### src/rtl/floatli_pkg.sv
// Shared definitions for the floatli exponent datapath.
//   exp_op_e  : exponent operation select (ADD = a+b+cin, MUL = a+b-bias+cin)
//   EXP_EXT   : extra result bits so sums and biased products never wrap
//   exp_bias(): IEEE-style exponent bias for a given exponent field width
package floatli_pkg;

    typedef enum logic {
        EXP_ADD = 1'b0,
        EXP_MUL = 1'b1
    } exp_op_e;

    // One bit for the carry out of a+b+cin, one bit for the sign after bias removal.
    localparam int EXP_EXT = 2;

    function automatic int exp_bias(input int exp_width);
        return (1 << (exp_width - 1)) - 1;
    endfunction

endpackage

### src/rtl/floatli_exp_adder_lane.sv
// One lane of the exponent adder, purely combinational.
//   a, b   : biased exponents (unsigned, EXP_WIDTH bits)
//   cin    : carry-in
//   op     : EXP_ADD or EXP_MUL (MUL removes one bias)
//   result : signed two's-complement result, EXP_WIDTH+EXP_EXT bits
//   ovf    : result >= 2^EXP_WIDTH-1 (max/inf exponent)
//   uf     : result <= 0 (subnormal/zero range)
module floatli_exp_adder_lane
    import floatli_pkg::*;
#(
    parameter int EXP_WIDTH = 11
) (
    input  logic [EXP_WIDTH-1:0]                 a,
    input  logic [EXP_WIDTH-1:0]                 b,
    input  logic                                 cin,
    input  exp_op_e                              op,
    output logic signed [EXP_WIDTH+EXP_EXT-1:0]  result,
    output logic                                 ovf,
    output logic                                 uf
);

    localparam int RW = EXP_WIDTH + EXP_EXT;
    localparam logic signed [RW-1:0] BIAS    = RW'(exp_bias(EXP_WIDTH));
    localparam logic signed [RW-1:0] MAX_EXP = RW'((1 << EXP_WIDTH) - 1);

    logic signed [RW-1:0] sum;

    always_comb begin
        // Zero-extend first so the carry out of a+b+cin lands in the extension bits.
        sum    = RW'(a) + RW'(b) + RW'(cin);
        result = (op == EXP_MUL) ? (sum - BIAS) : sum;
        ovf    = (result >= MAX_EXP);
        uf     = result[RW-1] | (result == '0);
    end

endmodule

### src/rtl/floatli_exp_adder_pipe.sv
// Multi-lane pipelined exponent adder with valid/ready handshake and flush.
//   clk_i, rst_ni           : clock, async active-low reset
//   exp_a_i, exp_b_i        : per-lane biased exponents
//   carry_i                 : per-lane carry-in
//   op_i                    : 0 = ADD, 1 = MUL (bias removed)
//   tag_i / tag_o           : opaque tag travelling with the operation
//   in_valid_i / in_ready_o : input handshake
//   flush_i                 : kills every in-flight op (and any input this cycle)
//   result_o, ovf_o, uf_o   : per-lane signed result and range flags
//   out_valid_o/out_ready_i : output handshake
//   busy_o                  : some stage holds a valid op
module floatli_exp_adder_pipe
    import floatli_pkg::*;
#(
    parameter int EXP_WIDTH     = 11,
    parameter int NUM_LANES     = 1,
    parameter int NUM_PIPE_REGS = 1,
    parameter int TAG_WIDTH     = 1
) (
    input  logic                                          clk_i,
    input  logic                                          rst_ni,
    input  logic [NUM_LANES-1:0][EXP_WIDTH-1:0]           exp_a_i,
    input  logic [NUM_LANES-1:0][EXP_WIDTH-1:0]           exp_b_i,
    input  logic [NUM_LANES-1:0]                          carry_i,
    input  logic                                          op_i,
    input  logic [TAG_WIDTH-1:0]                          tag_i,
    input  logic                                          in_valid_i,
    output logic                                          in_ready_o,
    input  logic                                          flush_i,
    output logic [NUM_LANES-1:0][EXP_WIDTH+EXP_EXT-1:0]   result_o,
    output logic [NUM_LANES-1:0]                          ovf_o,
    output logic [NUM_LANES-1:0]                          uf_o,
    output logic [TAG_WIDTH-1:0]                          tag_o,
    output logic                                          out_valid_o,
    input  logic                                          out_ready_i,
    output logic                                          busy_o
);

    localparam int RW = EXP_WIDTH + EXP_EXT;

    typedef struct packed {
        logic [NUM_LANES-1:0][RW-1:0] result;
        logic [NUM_LANES-1:0]         ovf;
        logic [NUM_LANES-1:0]         uf;
        logic [TAG_WIDTH-1:0]         tag;
    } stage_t;

    logic [NUM_LANES-1:0][RW-1:0] lane_res;
    logic [NUM_LANES-1:0]         lane_ovf;
    logic [NUM_LANES-1:0]         lane_uf;
    stage_t                       comb_d;

    for (genvar l = 0; l < NUM_LANES; l++) begin : g_lane
        floatli_exp_adder_lane #(
            .EXP_WIDTH (EXP_WIDTH)
        ) u_lane (
            .a      (exp_a_i[l]),
            .b      (exp_b_i[l]),
            .cin    (carry_i[l]),
            .op     (exp_op_e'(op_i)),
            .result (lane_res[l]),
            .ovf    (lane_ovf[l]),
            .uf     (lane_uf[l])
        );
    end

    always_comb begin
        comb_d.result = lane_res;
        comb_d.ovf    = lane_ovf;
        comb_d.uf     = lane_uf;
        comb_d.tag    = tag_i;
    end

    if (NUM_PIPE_REGS == 0) begin : g_comb
        assign result_o    = comb_d.result;
        assign ovf_o       = comb_d.ovf;
        assign uf_o        = comb_d.uf;
        assign tag_o       = comb_d.tag;
        assign out_valid_o = in_valid_i;
        assign in_ready_o  = out_ready_i;
        assign busy_o      = 1'b0;
    end else begin : g_pipe
        localparam int N = NUM_PIPE_REGS;
        localparam logic [N-1:0] ALL = '1;

        logic [N-1:0] vld_pipe;
        logic [N-1:0] vld_in;
        logic [N-1:0] rdy;
        stage_t       data_q  [N];
        stage_t       data_in [N];

        // Stage k can accept when any stage from k onward is empty or the
        // output drains; computed flat to avoid a combinational chain on rdy.
        always_comb begin
            for (int k = 0; k < N; k++) begin
                rdy[k] = out_ready_i | ~&(vld_pipe | ~(ALL << k));
            end
        end

        always_comb begin
            vld_in[0]  = in_valid_i;
            data_in[0] = comb_d;
            for (int k = 1; k < N; k++) begin
                vld_in[k]  = vld_pipe[k-1];
                data_in[k] = data_q[k-1];
            end
        end

        always_ff @(posedge clk_i or negedge rst_ni) begin
            if (!rst_ni) begin
                vld_pipe <= '0;
                for (int k = 0; k < N; k++) data_q[k] <= '0;
            end else begin
                for (int k = 0; k < N; k++) begin
                    if (flush_i) begin
                        vld_pipe[k] <= 1'b0;
                    end else if (rdy[k]) begin
                        vld_pipe[k] <= vld_in[k];
                        if (vld_in[k]) data_q[k] <= data_in[k];
                    end
                end
            end
        end

        assign in_ready_o  = rdy[0];
        assign out_valid_o = vld_pipe[N-1];
        assign busy_o      = |vld_pipe;
        assign result_o    = data_q[N-1].result;
        assign ovf_o       = data_q[N-1].ovf;
        assign uf_o        = data_q[N-1].uf;
        assign tag_o       = data_q[N-1].tag;
    end

endmodule

### config.mk
export PLATFORM = sky130hd
export DESIGN_NAME = floatli_exp_adder_pipe
export DESIGN_NICKNAME = d
export VERILOG_FILES = /design/src/rtl/floatli_pkg.sv /design/src/rtl/floatli_exp_adder_lane.sv /design/src/rtl/floatli_exp_adder_pipe.sv
export SDC_FILE = /design/constraint.sdc
export NUM_CORES = 1
export LEC_CHECK = 0
export ABC_AREA = 1
export ABC_CLOCK_PERIOD_IN_PS = 3050
export CAP_MARGIN = 20
export CELL_PAD_IN_SITES_DETAIL_PLACEMENT = 0
export CELL_PAD_IN_SITES_GLOBAL_PLACEMENT = 1
export CORE_MARGIN = 2
export CORE_UTILIZATION = 37
export DETAILED_ROUTE_END_ITERATION = 10
export GPL_ROUTABILITY_DRIVEN = 1
export HOLD_SLACK_MARGIN = 0.05
export PLACE_DENSITY_LB_ADDON = 0.1
export SLEW_MARGIN = 30
export SYNTH_ARGS = -nofsm -noshare
export SYNTH_HDL_FRONTEND = slang
export SYNTH_SLANG_ARGS = --single-unit
### constraint.sdc
create_clock -name clk_i -period 3.05 [get_ports clk_i]
set_input_delay 0.61 -clock clk_i [delete_from_list [all_inputs] [get_ports clk_i]]
set_output_delay 0.61 -clock clk_i [all_outputs]
set_load 0.05 [all_outputs]
* After elaboration in Yosys (flattened, before gate mapping) *
Cells that the tools add are included.

word-level totals
  logic and storage cells = 19
  bits in registers = 17
  output and inout port bits = 19
  input port bits = 30

operators by class
  bitwise operators = 3
  $lt $le $gt $ge = 1
  muxes and demuxes = 3
  reduce and logical (&&, ||, !) cells = 4
  $add $sub $neg = 3

operators by type and width
  operator                number
  $add 13x1->13           1
  $ge 13x12->1 const B    1
  $logic_not 13->1        1
  $mux 13                 1
  $sub 13x11->13 const B  1
  $add 11x11->12          1
  $reduce_and 3->1        1
  $mux 1                  2
  $or 1x1->1              2
  $reduce_bool 2->1       1
  $logic_not 1->1         1
  $not 1->1               1

* Longest topological paths before layout *
  word-level depth = 6
  depth in mapped cells = 24
  gate-level depth less buffers = 24

* Cells and area by module *
Synthesis repeated with hierarchy kept, for this count alone.

second synthesis, totals
  cells, all modules = 310
  area total of the unflattened synthesis = 1918.1 µm²

by module, submodules not included
  module                  area each (µm²)  sequential area each (µm²)  instances  cells each
  floatli_exp_adder_lane  1217.4           0.0                         1          235
  floatli_exp_adder_pipe  700.7            425.4                       1          75

* Least setup slack after synthesis *
OpenSTA, ideal clock, no wires.

  path kind = input -> register
  from = input port exp_a_i[0] in the netlist's numbering
  to = register g_pipe.data_q, in the netlist uf_o
  stages on the path = 19
  library setup time = 77 ps
  data required time = 2973 ps
  path slack = 96 ps
  arrival time = 2876 ps
  path buffers = 0
  cell sequence = ha_1 -> inv_1 -> fa_1 -> inv_1 -> ha_1 -> ha_1 -> nand2_1 -> nand2_1 -> inv_1 -> nand2_1 -> nor2_1 -> nand2_1 -> nor2_1 -> nand3_1 -> nor2_1 -> nand2_1 -> nor2_1 -> nand3_1 -> a21oi_1

on the way
  word-level cells in the longest chain between the ends = 6

RTL lines
  item                           RTL line                       RTL
  start, declared                floatli_exp_adder_pipe.sv:22   input logic [NUM_LANES-1:0][EXP_WIDTH-1:0] exp_a_i,
  $add 11x11->12 (*)             floatli_exp_adder_lane.sv:30   sum = RW'(a) + RW'(b) + RW'(cin);
  $add 13x1->13 (*)              floatli_exp_adder_lane.sv:30
  $sub 13x11->13                 floatli_exp_adder_lane.sv:31   result = (op == EXP_MUL) ? (sum - BIAS) : sum;
  $mux 13 (*)                    floatli_exp_adder_lane.sv:31
  $logic_not 13->1               floatli_exp_adder_lane.sv:33   uf = result[RW-1] | (result == '0);
  $or 1x1->1 (*)                 floatli_exp_adder_lane.sv:33
  end signal, assigned by index  floatli_exp_adder_pipe.sv:119  if (vld_in[k]) data_q[k] <= data_in[k];
  end, declared                  floatli_exp_adder_pipe.sv:89   stage_t data_q [N];

Mark *: on every way between the ends. The rest lies on a longest branch, timed or not.
A chain may end at the register's enable or synchronous reset.

* Worst setup path in the final report *
Ends and elaborated chain as after synthesis.

==> metrics.md <==
| Metric | Value |
|---|---|
| Net count of the mapped netlist | `388` |
| Dominant cell type by count on the critical path | `nand2_1` |
| TritonCTS Buffers | `3` |
| RSZ-0062 raised after global routing | `yes` |
| Fin. Hold Viols | `0` |
| Status | `completed` |
| 1st-iter DRT viols | `81` |
| Design internal power | `between 600 and 700 uW` |
| Net switching power of the design | `600.5 uW` |
| Total overflow reported by the global router | `0` |
| Port-buffer cells | `48` |
| Sequential power share | `~23%` |
| Cell type group with the largest total delay on the critical path | `simple AND/OR/NAND/NOR gates` |
| Cell Chain, Critical Path | `buf_6 -> ha_4 -> inv_2 -> fa_1 -> inv_2 -> ha_4 -> nand2_1 -> nand3b_1 -> nor2_4 -> buf_4 -> buf_4 -> nand4_1 -> nand2_1 -> nand3_1 -> nor2_1 -> nand2_1 -> nor2_2 -> nand3_1 -> a21oi_1` |
| Category of the worst setup path launch point | `input pin` |
| Synthesized area per cell | `about 6.1 um2` |
| Combinational share of power | `64.1%` |
| Crit Path Max Fanout | `3` |
| Switching share of power | `between 40% and 50%` |
| Antenna cell count | `0` |
| Seq/Total Area, Yosys | `about a fifth` |
| Maximum root-to-sink buffer count | `2` |
| Min Hold Slack | `roughly 0.48 ns` |
| Global-route wire length before repair | `around 8300 um` |
| Total instance count after detailed placement | `487` |
| Skew-Pair Late Insertion Delay | `~0.25 ns` |
| Final Max Slew Viols | `0` |
| H-tree level count | `1` |
| Max_slew headroom | `a little over 50%` |
| Setup skew after layout | `approximately 0.0034 ns` |
| Sum of buffers and inverters on the critical path | `5` |
| Fin nets | `471` |
| Initial core utilization | `38.00%` |
| Synthesis-to-finish area growth | `47.29%` |
| Final clock period utilization by the worst path | `~95%` |
| Clock network fraction of design power | `approximately an eighth` |
| Element type at the critical path end | `flop` |
| Number of placement rows | `27` |
| Reg2reg path depth | `8` |
| Die Wd | `slightly below 80 um` |
| Final Util | `55.97%` |
| Final count of negative-setup-slack endpoints | `0` |
| Number of vias per cell after detailed routing | `4.577` |
| Die height | `~80 um` |
| Worst Path Arrival | `3.06 ns` |
| Remaining DRCs | `0` |
| Worst reg2reg endpoint | `result_o[12]` |
| Yosys warns | `0` |
| Combined area of all synthesized cells | `2079 um2` |
| Total power density per cell area | `423.9 nW/um2` |
| Peak supply drop | `0.2986 mV` |
| Boundary pin count | `approximately 50` |
| Core footprint | `approximately 5500 um2` |
| Max-cap check violation count | `0` |
| RePlAce Congestion | `between 0.7 and 0.8` |
| Die area | `slightly above 6000 um2` |
| Number of instances in the synthesized netlist | `~340` |
| Number of global-route vias before repair | `2021` |
| CTS tree | `yes` |
| Total detailed-routing wirelength | `4900 um` |
| Path category of the worst min-delay check | `flop to flop` |
| Unique masters post-synth | `30` |
| Number of enable flip-flop cells after synthesis | `0` |
| CP max stage cell | `fa_1` |
| Average wire length per cell after detail routing | `just under 10 um` |
| Required @ worst endpoint | `between 3 and 4 ns` |
| Sink count of the clock tree | `17` |
| Register-to-register path setup slack | `around 1.8 ns` |
| HP Start | `result_o[4]` |
| Antenna viol nets, final | `0` |
| Slew at the pin closest to its max-slew limit | `approximately 0.73 ns` |
| Post-DP HPWL | `approximately 4000 um` |
| Global-route total usage across every layer | `between 10% and 20%` |
| Upper clock frequency limit | `0.3467 GHz` |
| Total vias in the final route | `about 2300` |
| Synthesized flop and latch total | `17` |
| Layout Cells excl Fill | `497` |
| Worst r2r src | `busy_o` |
| Setup CP Type | `input pin to flop` |
| Hold buffer count at cts | `0` |
| Dominant register cell in the synthesized netlist | `dfrtp_1` |
| Terminating pin of the worst hold path | `result_o[4]` |
| Time the worst path needs with I/O delays and setup | `2.885 ns` |
| Share of final-layout standard cells stronger than drive strength 1 | `26.35%` |
| Number of detailed-route iterations in the first pass | `4` |
| Initial antenna violation count | `0` |
| Fill count | `603` |
| Slowest cell delay on critical path | `0.54 ns` |
| Clock slew at reported path FFs | `0.07 ns` |
| Cell depth of the worst min-delay path | `2` |
| Critical path origin | `exp_a_i[0]` |
| Proportion of register bits with asynchronous set or reset after synthesis | `100.0%` |
| Pin count of the biggest net entering global routing | `29` |
| Root Buffer | `clkbuf_8` |
| Static leakage power | `0.001533 uW` |
==> area by class of cell <==
| class | count | area, um2 | area share (%) |
|---|---|---|---|
| Multi-Input combinational cell | 265 | 1549 | 50.57 |
| Timing Repair Buffer | 82 | 738.2 | 24.10 |
| Sequential cell | 17 | 425.4 | 13.89 |
| Inverter | 57 | 215.2 | 7.026 |
| Tap cell | 72 | 90.09 | 2.941 |
| Clock buffer | 4 | 45.04 | 1.471 |
==> metrics by stage <==
stage / setup WS [ns] / setup TNS [ns] / power [uW] / area, um2
6_report: 0.1654 / 0 / 1298 / 3063
5_1_grt: -0.09311 / -0.1105 / 1407 / 3063
4_1_cts: 0.004704 / 0 / 1272 / 2929
3_5_place_dp: -0.5726 / -4.183 / 1087 / 2840
3_3_place_gp: -0.4972 / -3.498 / 1081 / 2840
2_1_floorplan: 0.09645 / 0 / 808.8 / 2079
==> worst max-delay path by stage <==
stage / to / slack (ns) / cells after the start
final: uf_o / 0.17 / 19
after global routing: uf_o / -0.09 / 19
after CTS: uf_o / 0.005 / 19
after detailed placement: uf_o / -0.57 / 19
after global placement: uf_o / -0.50 / 20
after floorplan: uf_o / 0.1 / 19
==> cell families after synthesis <==
group / share of synthesized area, %
buf+inv: 11.31
flops: 20.46
fa+ha+maj: 9.386
xor+xnor: 1.264
compound gates: 6.980
simple gates: 50.60
==> worst reg2reg max path, delay by kind of cell, from the launching register on <==
family        cells  cell delay, ns
flops             1            0.37
buf+inv           4            0.50
simple gates      4            0.29
==> synthesized netlist by cell type (2+ instances only) <==
master	count	share of area, %
nor2_1	28	5.1
nand3_2	7	3.4
nor2_2	6	1.8
inv_1	49	8.8
o21bai_1	3	1.1
nand3b_1	2	0.72
o21ai_1	2	0.48
o21ai_0	12	2.9
dfrtp_1	17	20
ha_1	14	8.4
nand2_1	115	21
nor2_4	3	1.6
nand4_1	8	2.4
xnor2_1	2	0.84
clkbuf_1	2	0.36
a21oi_1	6	1.4
inv_2	7	1.3
nand3_1	33	7.9
nand2_2	16	4.8
==> sequential cells by signal, summed over array words and instances, names as in the netlist <==
register	cells
result_o	13
busy_o	1
ovf_o	1
tag_o	1
uf_o	1
==> routing by layer <==
metal / up-vias / share of wire, % / track usage (%)
met5: - / 0 / 0
met4: 0 / 0 / 1.034
met3: 0 / 2.8 / 2.727
met2: 33 / 47 / 26.10
met1: 1002 / 50 / 23.10
li1: 1240 / - / -
==> cells in the final DEF (no fill, tap or decap), types with 9 or more instances in the layout <==
cell             count
buf_4               34
clkdlybuf4s50_1     44
dfrtp_1             17
inv_1               42
inv_2               14
nand2_1            106
nand2_2             25
nand3_1             31
nor2_1              23
nor2_2               9
o21ai_0             12
==> power by group through the flow <==
stage / logic (uW) / clock network, uW / registers (uW)
after global routing: 919 / 182 / 306
final: 832 / 168 / 298
after floorplan: 336 / 0 / 472
after CTS: 802 / 171 / 299
after detailed placement: 785 / 0 / 302
after global placement: 780 / 0 / 301
==> repair_timing <==
| item | in CTS | in global routing |
|---|---|---|
| endpoints found under the setup margin | 9 | 8 |
| resized for setup | 12 | 37 |
| pin swaps | 12 | 22 |
| setup buffers | 4 | 2 |
No activity file was read; power rests on OpenSTA's default activity.
